<file path="config.mk">
export PLATFORM = sky130hd
export DESIGN_NAME = multiplexor_display_flat
export DESIGN_NICKNAME = d
export VERILOG_FILES = /design/src/rtl/multiplexor_display_pkg.sv /design/src/rtl/multiplexor_display_if.sv /design/src/rtl/multiplexor_display_divisor_tick.sv /design/src/rtl/multiplexor_display.sv /design/src/flat_wrapper.sv
export SDC_FILE = /design/constraint.sdc
export NUM_CORES = 1
export LEC_CHECK = 0
export CORE_MARGIN = 4
export CORE_UTILIZATION = 40
export CTS_CLUSTER_DIAMETER = 200
export CTS_CLUSTER_SIZE = 25
export DETAILED_ROUTE_END_ITERATION = 6
export PLACE_DENSITY = 0.66
export SETUP_SLACK_MARGIN = 0.1
export SYNTH_ARGS = -nofsm -noshare
export SYNTH_HDL_FRONTEND = slang
export SYNTH_SLANG_ARGS = --single-unit
export TNS_END_PERCENT = 10
</file>
<file path="constraint.sdc">
create_clock -name clk -period 1.6 [get_ports clk]
set_input_delay 0.32 -clock clk [delete_from_list [all_inputs] [get_ports clk]]
set_output_delay 0.32 -clock clk [all_outputs]
set_load 0.03 [all_outputs]
</file>
<file path="src/rtl/multiplexor_display_pkg.sv">
// Shared constants, types and nibble helpers for the four-digit multiplexed display.
// Provides display_pkg, imported by the interface, the prescaler and the top.
package display_pkg;

  localparam int NUM_DIGITOS = 4;
  localparam int IDX_W       = 2;
  localparam logic [NUM_DIGITOS-1:0] ANODO_OFF = 4'b1111;

  typedef logic [IDX_W-1:0]         idx_t;
  typedef logic [4*NUM_DIGITOS-1:0] dato_t;

  function automatic logic [3:0] nibble(input dato_t r, input idx_t i);
    logic [3:0] n;
    case (i)
      2'd0:    n = r[3:0];
      2'd1:    n = r[7:4];
      2'd2:    n = r[11:8];
      default: n = r[15:12];
    endcase
    return n;
  endfunction

  // True when digit i and every digit above it are zero; digit 0 never qualifies.
  function automatic logic lead_zero(input dato_t r, input idx_t i);
    logic z;
    case (i)
      2'd0:    z = 1'b0;
      2'd1:    z = (r[15:4] == 12'h000);
      2'd2:    z = (r[15:8] == 8'h00);
      default: z = (r[15:12] == 4'h0);
    endcase
    return z;
  endfunction

endpackage

</file>
<file path="src/rtl/multiplexor_display_if.sv">
// Data/display bundle between a host (master) and the multiplexed display (slave).
interface multiplexor_display_if;
  import display_pkg::*;

  logic                   load;
  dato_t                  dato;
  logic [3:0]             numero;
  logic [NUM_DIGITOS-1:0] anodo;
  logic                   blanco;

  modport master (output load, output dato, input numero, input anodo, input blanco);
  modport slave  (input load, input dato, output numero, output anodo, output blanco);

endinterface

</file>
<file path="src/rtl/multiplexor_display_divisor_tick.sv">
// Prescaler: counts 0..DIV_MAX-1 and raises tick during the cycle that wraps to 0.
module divisor_tick #(
  parameter int DIV_MAX = 50000
) (
  input  logic clk,
  input  logic reset,
  output logic tick
);

  localparam int CW = (DIV_MAX > 1) ? $clog2(DIV_MAX) : 1;
  localparam logic [CW-1:0] LAST = CW'(DIV_MAX - 1);

  logic [CW-1:0] cnt;

  assign tick = (cnt == LAST);

  always_ff @(posedge clk or posedge reset) begin
    if (reset)     cnt <= '0;
    else if (tick) cnt <= '0;
    else           cnt <= cnt + CW'(1);
  end

endmodule

</file>
<file path="src/rtl/multiplexor_display.sv">
// Four-digit multiplexed hex display scanner with a one-cycle load register.
// Define LEADING_ZERO_BLANK_EN to blank leading zero digits (digit 0 always shown).
module multiplexor_display
  import display_pkg::*;
#(
  parameter int DIV_MAX = 50000
) (
  input logic                  clk,
  input logic                  reset,
  multiplexor_display_if.slave bus
);

  logic  tick;
  dato_t disp;
  idx_t  idx;

  divisor_tick #(.DIV_MAX(DIV_MAX)) u_divisor (
    .clk   (clk),
    .reset (reset),
    .tick  (tick)
  );

  always_ff @(posedge clk or posedge reset) begin
    if (reset) begin
      disp <= '0;
      idx  <= '0;
    end else begin
      if (bus.load) disp <= bus.dato;
      if (tick)     idx  <= idx + idx_t'(1);
    end
  end

  // Outputs depend only on registered state, so load/dato never reach them combinationally.
  always_comb begin
    bus.numero = nibble(disp, idx);
    bus.anodo  = ~(NUM_DIGITOS'(1) << idx);
    bus.blanco = 1'b0;
`ifdef LEADING_ZERO_BLANK_EN
    if (lead_zero(disp, idx)) begin
      bus.anodo  = ANODO_OFF;
      bus.blanco = 1'b1;
    end
`endif
  end

endmodule
</file>
<file path="src/flat_wrapper.sv">
// flat-port wrapper written by rule: the top's interface ports become plain ports
module multiplexor_display_flat import display_pkg::*;
#(
  parameter int DIV_MAX = 50000
)
  (clk, reset, bus_load, bus_dato, bus_numero, bus_anodo, bus_blanco);
  multiplexor_display_if bus_i ();
  input logic clk;
  input logic reset;
  input wire logic [$bits(bus_i.load)-1:0] bus_load;
  input wire logic [$bits(bus_i.dato)-1:0] bus_dato;
  output wire logic [$bits(bus_i.numero)-1:0] bus_numero;
  output wire logic [$bits(bus_i.anodo)-1:0] bus_anodo;
  output wire logic [$bits(bus_i.blanco)-1:0] bus_blanco;
  assign bus_i.load = bus_load;
  assign bus_i.dato = bus_dato;
  assign bus_numero = bus_i.numero;
  assign bus_anodo = bus_i.anodo;
  assign bus_blanco = bus_i.blanco;
  multiplexor_display #(.DIV_MAX(DIV_MAX)) u_core (.clk(clk), .reset(reset), .bus(bus_i));
endmodule
</file>
==> metrics.md, run 1 <==
| Metric | Value |
|---|---|
| Layout area overhead | `44.0%` |
| Min Tclk post-route | `2.01 ns` |
| Sequential area share after synthesis | `53.7%` |
| Vias in the first global route | `about 1.3k` |
| CORE AREA | `0.00374 sq mm` |
| Crit Path Max Fanout | `5` |
| Critical Path AT | `around 1.7 ns` |
| Max_cap viols | `0` |
| H-tree depth | `2` |
| Chip Width | `~70 um` |
| Placed Cells | `roughly 230` |
| Longest Clk Path Bufs | `2` |
| Antenna-violating nets left | `0` |
| Pleak | `around 1 nW` |
| Via-per-instance ratio | `4.95` |
| Pin count of the biggest net entering global routing | `35` |
| Synth warn | `0` |
| Mux cell area share after synthesis | `11.8%` |
| Die height | `71.0 um` |
| Final period util | `126%` |
| Syn Inst Count | `140` |
| Starting density of the core | `42.3%` |
| Clk slew on worst S/H paths | `0.07 ns` |
| Routed WL | `around 3500 um` |
| Root Buffer | `clkbuf_8` |
| # DRC | `0` |
| Fin cells | `238` |
| R2R Path End | `u_core.idx[1]$_DFFE_PP0N_` |
| Crit path capture | `bus_numero[0]` |
| Crit Path Class | `flip-flop to output pin` |
| Hold Path Class | `primary input to async pin` |
| Number of buffers created by CTS | `5` |
| NumNets Final | `215` |
| Crit. End Element | `output pin` |
| Synthesized flop and latch total | `34` |
| Final worst slack | `-0.413 ns` |
| Antenna cells | `0` |
| Synthesized Nets | `roughly 170` |
| Netlist cell types | `23` |
| Die ar. | `a little over 0.005 sq mm` |
| Pwr/cell area | `760 mW/mm^2` |
| IO Port Bufs | `26` |
| Worst Setup SP | `u_core.idx[0]$_DFFE_PP0N_` |
| RSZ-0062 raised after global routing | `yes` |
| Clock Latency Late Sink | `around 0.29 ns` |
| Drt pass-1 iters | `4` |
| Asr flop ratio synth | `100%` |
| Fill count | `312` |
| DP Area | `0.00208 sq mm` |
| First-pass GRT wire length | `6100 um` |
| Largest family of logic cells by synthesized area | `simple AND/OR/NAND/NOR gates` |
| Average size of a mapped cell | `~11 sq um` |
| Share of layout cells above drive strength 1 | `36.8%` |
| Total track usage | `between 10% and 20%` |
| Cell area after layout | `0.00228 sq mm` |
| Post-synthesis cell area | `about 0.0016 sq mm` |
| GPL Wtd Cong | `roughly 0.85` |
| Routed wire length per instance | `about 15 um` |
| Post-Synth Simple-Gate Area | `12.5%` |
| Number of synthesized flops with an enable pin | `0` |
| Post-CTS Hold Buffers | `0` |
| Fraction of the mapped netlist area in adder cells | `4.74%` |
| Hold Slack | `0.424 ns` |
| Failing checks | `setup timing` |
| Io pins | `28` |
| CP required | `between 1 and 1.5 ns` |
| Share of the synthesized area in compound gates (AO/OA/AOI/OAI) | `3.79%` |
| Final setup vio count | `7` |
| Initial antenna violation count | `0` |
| Clk sinks | `34` |
| Top_reg_cell synth | `dfrtp_1` |
| Final Max Tran Viols | `0` |
| Vias | `approximately 1.2k` |
| F_max | `between 0.4 and 0.5 GHz` |
| Total Power | `~1.7 mW` |
| Dpl hpwl | `2520 um` |
| XOR/XNOR Fraction of Synth Area | `8.29%` |
| Starting DRT DRC Count | `53` |
| Crit start category | `flip-flop` |
| Status | `complete, but fails checks` |
| Grt total ovfl | `0` |
| Crit Reg-Reg Startpoint | `u_core.u_divisor.cnt[7]$_DFF_PP0_` |
| Final hold vios | `0` |
| Std cell rows | `22` |
| R2R cell count | `3` |
| Setup slack, reg-to-reg | `-0.03 ns` |
| Peak supply drop | `0.000513 V` |
| Post-Route Skew | `0.00633 ns` |
| CTS tree | `done` |
==> worst min-delay path by stage <==
stage / endpoint / slack [ns] / cells past startpoint
finish: u_core.u_divisor.cnt[15]$_DFF_PP0_ / 0.42 / 3
global placement: u_core.u_divisor.cnt[2]$_DFF_PP0_ / 0.50 / 1
global route: u_core.u_divisor.cnt[15]$_DFF_PP0_ / 0.47 / 3
CTS: u_core.u_divisor.cnt[15]$_DFF_PP0_ / 0.43 / 3
floorplan: u_core.disp[12]$_DFFE_PP0P_ / 0.44 / 2
detailed placement: u_core.disp[1]$_DFFE_PP0P_ / 0.51 / 1
==> Yosys cell counts (all sizes together), types with 5 or more instances <==
cell type	count	area, sq um
inv	14	52.6
mux2	13	146
nand2	7	26.3
xor2	5	43.8
dfrtp	34	851
ha	6	75.1
nand3	6	30.0
nor2	13	48.8
xnor2	10	87.6
==> area by class of cell <==
class	instances	area [sq um]	area share (%)
tap	48	60.1	2.63
sequential	34	852	37.3
inverter	14	52.6	2.30
timing repair buffer	48	454	19.9
clock inverter	1	7.51	0.329
multi-input combinational	87	783	34.3
clock buffer	6	72.6	3.18
==> routing by layer <==
metal / track usage, % / part of all wire (%)
met1: 18.5 / 41
met2: 26.5 / 53
met5: 0 / 0
met3: 5.26 / 4.5
met4: 5.85 / 0.94
==> report_power, final <==
part           leakage [nW]  switching [mW]  internal, mW  total (mW)
registers             0.424          0.0212         0.899       0.920
logic                 0.542          0.0947         0.125       0.220
clock network        0.0373           0.297         0.298       0.594
total                  1.00           0.412          1.32        1.73
==> through the flow <==
stage          TNS [ns]  setup slack, ns  util [%]
2_1_floorplan         0           0.0247         -
3_3_place_gp      -1.62           -0.493      55.6
3_5_place_dp      -1.89           -0.583      55.6
4_1_cts           -1.73           -0.404      59.6
5_1_grt           -2.37           -0.529      61.0
6_report          -1.73           -0.413      61.0
==> placed cells by master, fill, tap and decap left out, drive strengths merged <==
cell / synthesis / final
dfrtp: 34 / 34
buf: 3 / 30
clkdlybuf4s50: 0 / 18
inv: 14 / 14
mux2: 13 / 13
nor2: 13 / 13
xnor2: 10 / 10
nand2: 7 / 7
nand3: 6 / 6
clkbuf: 2 / 6
ha: 6 / 6
xor2: 5 / 5
a222oi: 4 / 4
mux2i: 4 / 4
nand4: 4 / 4
o21ai: 4 / 4
nor4: 4 / 4
nor3: 3 / 3
or4b: 1 / 1
and3: 1 / 1
nor2b: 1 / 1
conb: 1 / 1
clkinvlp: 0 / 1
==> cell families after synthesis <==
family                   after synthesis
AND/OR/NAND/NOR                       40
flip-flops                            34
buffers and inverters                 19
multiplexers                          17
XOR/XNOR                              15
AO/OA/AOI/OAI                          8
adder cells (fa/ha/maj)                6
other                                  1
==> state kept, by name (all words and copies together) (netlist names) <==
signal and flops:
u_core.idx 2, u_core.u_divisor.cnt 16, u_core.disp 16
==> timing repair <==
| item | 4_1_cts | 5_1_grt |
|---|---|---|
| setup buffers | 3 | 1 |
| resized for setup | 29 | 11 |
| pin swaps | 2 | 6 |
| setup endpoints to repair | 19 | 21 |
==> critical path, cell delays in order, from the launching register on <==
cell and delay (ns):
dfrtp_1 0.39, inv_2 0.09, ha_4 0.18, a222oi_1 0.33, buf_4 0.18, mux2i_4 0.05, buf_2 0.17
Power figures use the tool's default switching activity.
==> inputs of run 2 (changes only) <==
--- a/config.mk
+++ b/config.mk
@@ -10,6 +10,7 @@
 export CTS_CLUSTER_DIAMETER = 200
 export CTS_CLUSTER_SIZE = 25
 export DETAILED_ROUTE_END_ITERATION = 6
+export GPL_TIMING_DRIVEN = 0
 export PLACE_DENSITY = 0.66
 export SETUP_SLACK_MARGIN = 0.1
 export SYNTH_ARGS = -nofsm -noshare
==> constraint.sdc (replaced) <==
create_clock -name clk -period 1.6 [get_ports clk]
set_input_delay 0.16 -clock clk [delete_from_list [all_inputs] [get_ports clk]]
set_output_delay 0.16 -clock clk [all_outputs]
set_load 0.03 [all_outputs]
==> run 2 against run 1 <==
The run still ends with setup timing left. Flip-flop and latch count stayed put. Sequential share of layout area is 3.8 points higher. Non-clock buffer count fell by 15. Clock power is 8.2% higher. Die area is the same. Utilization shrank 5.6 points. Clock-buffer cell count increased by 1. Maximum frequency increased by 12%. Cell count is 5.9% lower. Critical path depth decreased by 1. Hold slack worse by 0.30 ns. Via count decreased by 7.5%.
==> metrics.md, run 2 (synthesis gave the netlist of run 1 again) <==
| Metric | Value |
|---|---|
| Die ar. | `0.00503 sq mm` |
| Starting density of the core | `42.3%` |
| Crit Path Class | `flip-flop to output pin` |
| Pwr/cell area | `840 mW/mm^2` |
| Number of buffers created by CTS | `5` |
| Setup_tns | `-0.694 ns` |
| Hold Path Class | `primary input to async pin` |
| Total track usage | `14.1%` |
| Slew HR | `61.6%` |
| Critical Path AT | `1.63 ns` |
| Routed WL | `3130 um` |
| Post-Route Skew | `0.00623 ns` |
| Placed Cells | `213` |
| Crit. End Element | `output pin` |
| Via-per-instance ratio | `4.86` |
| CTS tree | `done` |
| Commonest non-fill, non-tap cell in the layout | `dfrtp_1` |
| IO Port Bufs | `25` |
| Share of layout cells above drive strength 1 | `about a quarter` |
| F_max | `0.558 GHz` |
| R2R cell count | `3` |
| Vias in the first global route | `about 1.2k` |
| Grt total ovfl | `0` |
| Final Max Tran Viols | `0` |
| Status | `complete, but fails checks` |
| Clk slew on worst S/H paths | `0.07 ns` |
| Starting DRT DRC Count | `57` |
| Antenna cells | `0` |
| Cell area after layout | `0.00207 sq mm` |
| Clk sinks | `34` |
| Pleak | `0.908 nW` |
| Antenna-violating nets left | `0` |
| Clock Latency Late Sink | `0.28 ns` |
| Final Util | `55.4%` |
| CP max stage cell | `dfrtp_1` |
| Final hold vios | `0` |
| Std cell rows | `22` |
| Final worst slack | `-0.191 ns` |
| Peak supply drop | `about 0.00051 V` |
| Dpl hpwl | `2190 um` |
| NumNets Final | `200` |
| Max_cap viols | `0` |
| GPL Wtd Cong | `between 0.8 and 0.9` |
| Worst Tran Pin Value | `0.575 ns` |
| CORE AREA | `0.00374 sq mm` |
| Fill count | `337` |
| Routed wire length per instance | `about 14 um` |
| Die height | `71.0 um` |
| Layout area overhead | `30.8%` |
| CP max stage delay | `0.41 ns` |
| Crit Path Max Fanout | `5` |
| Critical-path cell list | `inv_2 -> ha_4 -> a222oi_1 -> mux2i_1 -> buf_4` |
| Longest Clk Path Bufs | `2` |
| Post-CTS Hold Buffers | `0` |
| RSZ-0062 raised after global routing | `yes` |
| Initial antenna violation count | `0` |
| Final period util | `112%` |
| Crit start category | `flip-flop` |
| Drt pass-1 iters | `4` |
| Failing checks | `setup timing` |
| Biggest regs | `u_core.disp x16, u_core.u_divisor.cnt x16, u_core.idx x2` |
| First-pass GRT wire length | `5580 um` |
| Io pins | `28` |
| # DRC | `0` |
| Hold Slack | `0.125 ns` |
| Final setup vio count | `5` |
| Root Buffer | `clkbuf_8` |
| H-tree depth | `2` |
| Most frequent cells in the layout | `dfrtp_1, clkdlybuf4s50_1, mux2_2, nor2_1, inv_1` |
| CP required | `1.44 ns` |
| Vias | `about 1.1k` |
| Fin cells | `224` |
| Min Tclk post-route | `1.79 ns` |
| DP Area | `0.00190 sq mm` |
| Pin count of the biggest net entering global routing | `35` |
| Chip Width | `71.0 um` |
## run 2: timing repair
action	in CTS	in global routing
gates resized for setup	48	7
pin swaps	9	1
setup endpoints to repair	19	19
buffers inserted	2	0
## run 2: cell type report
type	instances	area (sq um)	area share (%)
plain buffers	5	31.3	1.51
clock buffers	7	86.3	4.16
clock inverters	1	5.00	0.241
inverters	14	52.6	2.53
multi-input cells	87	711	34.3
flip-flops and latches	34	852	41.1
well taps	48	60.1	2.90
repair buffers	28	275	13.3
## run 2: per-layer routing
layer  vias to the layer above  wire length, um  track usage (%)
li1                        545                -                -
met1                       514             1390             16.8
met2                        24             1490             22.8
met3                         6              194             4.40
met4                         0               56             7.52
met5                         -                0                0
## run 2: final timing paths
kind                                                     end                              start  slack, ns
setup / recovery                               bus_numero[2]          u_core.idx[0]$_DFFE_PP0N_      -0.19
hold / removal                    u_core.disp[9]$_DFFE_PP0P_                              reset       0.13
setup reg to reg                   u_core.idx[1]$_DFFE_PP0N_  u_core.u_divisor.cnt[7]$_DFF_PP0_      -0.05
hold reg to reg            u_core.u_divisor.cnt[0]$_DFF_PP0_  u_core.u_divisor.cnt[0]$_DFF_PP0_       0.48
max in group asynchronous          u_core.idx[1]$_DFFE_PP0N_                              reset       1.04
min in group clk                 u_core.disp[13]$_DFFE_PP0P_                           bus_load       0.28
## run 2: worst max-delay path: cells and delay by family (launching register included)
family	cells	cell delay, ns
AO/OA/AOI/OAI	1	0.36
adder cells (fa/ha/maj)	1	0.19
buffers and inverters	2	0.27
flip-flops	1	0.41
multiplexers	1	0.12
## run 2: power by group
| group | switching, mW | total, mW | internal, mW |
|---|---|---|---|
| clock network | 0.296 | 0.643 | 0.347 |
| logic | 0.0819 | 0.182 | 0.100 |
| registers | 0.0181 | 0.917 | 0.899 |
## run 2: through the flow
| step | total power, mW | setup WS (ns) |
|---|---|---|
| 6_report | 1.74 | -0.191 |
| 3_3_place_gp | 1.10 | -0.460 |
| 2_1_floorplan | 1.03 | 0.0365 |
| 3_5_place_dp | 1.11 | -0.459 |
| 4_1_cts | 1.76 | -0.216 |
| 5_1_grt | 1.83 | -0.314 |
==> inputs of run 3 (changes only) <==
--- a/config.mk
+++ b/config.mk
@@ -12,7 +12,6 @@
 export DETAILED_ROUTE_END_ITERATION = 6
 export GPL_TIMING_DRIVEN = 0
 export PLACE_DENSITY = 0.66
-export SETUP_SLACK_MARGIN = 0.1
 export SYNTH_ARGS = -nofsm -noshare
 export SYNTH_HDL_FRONTEND = slang
 export SYNTH_SLANG_ARGS = --single-unit
==> run 3 against run 2 <==
The run still ends with setup timing left. Setup slack gained 0.029 ns. Combinational power shrank 6%. Sequential power is essentially flat. Design area shrank 0.36%. Routed wire length grew 5.1%. Register-to-register slack lost 0.03 ns. Clock-buffer cell count is the same. Hold slack gained 0.16 ns. Clock power is essentially flat. Via count grew 6.0%. Die area is the same. Non-clock buffer count shrank 1.
==> metrics.md, run 3 (synthesis gave the netlist of run 1 again) <==
| Metric | Value |
|---|---|
| Final period util | `110%` |
| Worst Tran Pin Value | `0.686 ns` |
| Vias | `roughly 1.2k` |
| Cell area after layout | `between 0.002 and 0.0025 sq mm` |
| Root Buffer | `clkbuf_8` |
| # DRC | `0` |
| NumNets Final | `199` |
| Crit. End Element | `output pin` |
| Die height | `71.0 um` |
| Crit Path Max Fanout | `5` |
| Pleak | `0.902 nW` |
| Chip Width | `about 71 um` |
| Via-per-instance ratio | `a little over 5` |
| Vias in the first global route | `1269` |
| CORE AREA | `0.00374 sq mm` |
| Grt total ovfl | `0` |
| Longest Clk Path Bufs | `2` |
| First-pass GRT wire length | `between 5000 and 6000 um` |
| CP required | `1.44 ns` |
| Starting DRT DRC Count | `45` |
| Register area | `852 sq um` |
| Clk slew on worst S/H paths | `around 0.070 ns` |
| Fill count | `323` |
| Clock Latency Late Sink | `0.28 ns` |
| Final Max Tran Viols | `0` |
| Share of layout cells above drive strength 1 | `25.1%` |
| Worst Setup SP | `u_core.idx[1]$_DFFE_PP0N_` |
| IO Port Bufs | `25` |
| Slew HR | `54.2%` |
| Status | `complete, but fails checks` |
| Final setup vio count | `5` |
| Most frequent cells in the layout | `dfrtp_1, clkdlybuf4s50_1, mux2_2, nor2_1, inv_1` |
| Starting density of the core | `42.3%` |
| Drt pass-1 iters | `4` |
| Setup_tns | `-0.604 ns` |
| Hold Path Class | `primary input to flip-flop` |
| Initial antenna violation count | `0` |
| Critical Path AT | `1.60 ns` |
| Std cell rows | `22` |
| Commonest non-fill, non-tap cell in the layout | `dfrtp_1` |
| Final worst slack | `-0.162 ns` |
| Failing checks | `setup timing` |
| Layout area overhead | `30.3%` |
| Post-CTS Hold Buffers | `0` |
| Hold Crit Start | `bus_load` |
| Peak supply drop | `0.000473 V` |
| Final hold vios | `0` |
| Final Util | `55.2%` |
| Routed wire length per instance | `14.8 um` |
| Pwr/cell area | `837 mW/mm^2` |
| Placed Cells | `213` |
| Die ar. | `approximately 0.0050 sq mm` |
| Io pins | `28` |
| F_max | `between 0.5 and 0.6 GHz` |
| Biggest regs | `u_core.disp x16, u_core.u_divisor.cnt x16, u_core.idx x2` |
| Routed WL | `3290 um` |
| Dpl hpwl | `2330 um` |
| Crit start category | `flip-flop` |
| Total track usage | `14.2%` |
| H-tree depth | `2` |
| Clk sinks | `34` |
| DP Area | `0.00190 sq mm` |
| Total Power | `roughly 1.7 mW` |
| Pin count of the biggest net entering global routing | `35` |
| RSZ-0062 raised after global routing | `yes` |
| Fin cells | `about 220` |
| Antenna-violating nets left | `0` |
| Multi-input gate area | `about 730 sq um` |
| Crit Reg-Reg Startpoint | `u_core.u_divisor.cnt[7]$_DFF_PP0_` |
| Crit Path Class | `flip-flop to output pin` |
| Max_cap viols | `0` |
| Number of buffers created by CTS | `5` |
| Post-Route Skew | `between 0.005 and 0.006 ns` |
| CTS tree | `done` |
| Antenna cells | `0` |
| GPL Wtd Cong | `between 0.7 and 0.8` |
| Min Tclk post-route | `about 1.8 ns` |
run 3: final timing paths:
check,end,slack [ns],cells after the start
setup / recovery,bus_numero[3],-0.16,5
hold / removal,u_core.disp[12]$_DFFE_PP0P_,0.29,3
setup reg to reg,u_core.idx[1]$_DFFE_PP0N_,-0.08,3
hold reg to reg,u_core.u_divisor.cnt[0]$_DFF_PP0_,0.50,1
max in group asynchronous,u_core.idx[1]$_DFFE_PP0N_,0.81,2
min in group asynchronous,u_core.disp[2]$_DFFE_PP0P_,0.31,2
run 3: area by class of cell:
cell class	count	share of cell area (%)
clock buffers	7	4.18
flip-flops and latches	34	41.2
plain buffers	4	1.27
clock inverters	1	0.242
repair buffers	28	12.2
well taps	48	2.91
multi-input cells	87	35.3
inverters	14	2.67
run 3: worst max-delay path, stage by stage (launching register included):
cell and delay [ns]:
dfrtp_2 0.42, inv_4 0.06, ha_4 0.18, a222oi_1 0.34, mux2i_1 0.14, buf_4 0.19
run 3: where the power goes:
part / internal, mW / leakage (nW) / switching (mW)
Sequential: 0.899 / 0.424 / 0.0172
Clock: 0.347 / 0.0482 / 0.295
Combinational: 0.0918 / 0.430 / 0.0794
run 3: routing by layer:
layer / vias up / GRT usage, % / share of wire [%]
li1: 540 / - / -
met1: 567 / 16.3 / 42
met2: 43 / 24.6 / 51
met3: 4 / 4.69 / 6.3
met4: 0 / 5.43 / 0.70
met5: - / 0 / 0
run 3: repair_timing:
action | in CTS | in global routing
pin swaps | 2 | 1
resized for setup | 45 | 9
endpoints found under the setup margin | 19 | 18
buffers inserted | 3 | 0
run 3: metrics by stage:
step / setup WS (ns) / hold WS (ns)
CTS: -0.197 / 0.273
detailed placement: -0.484 / 0.479
floorplan: 0.0351 / 0.281
global placement: -0.429 / 0.468
global route: -0.280 / 0.367
finish: -0.162 / 0.288
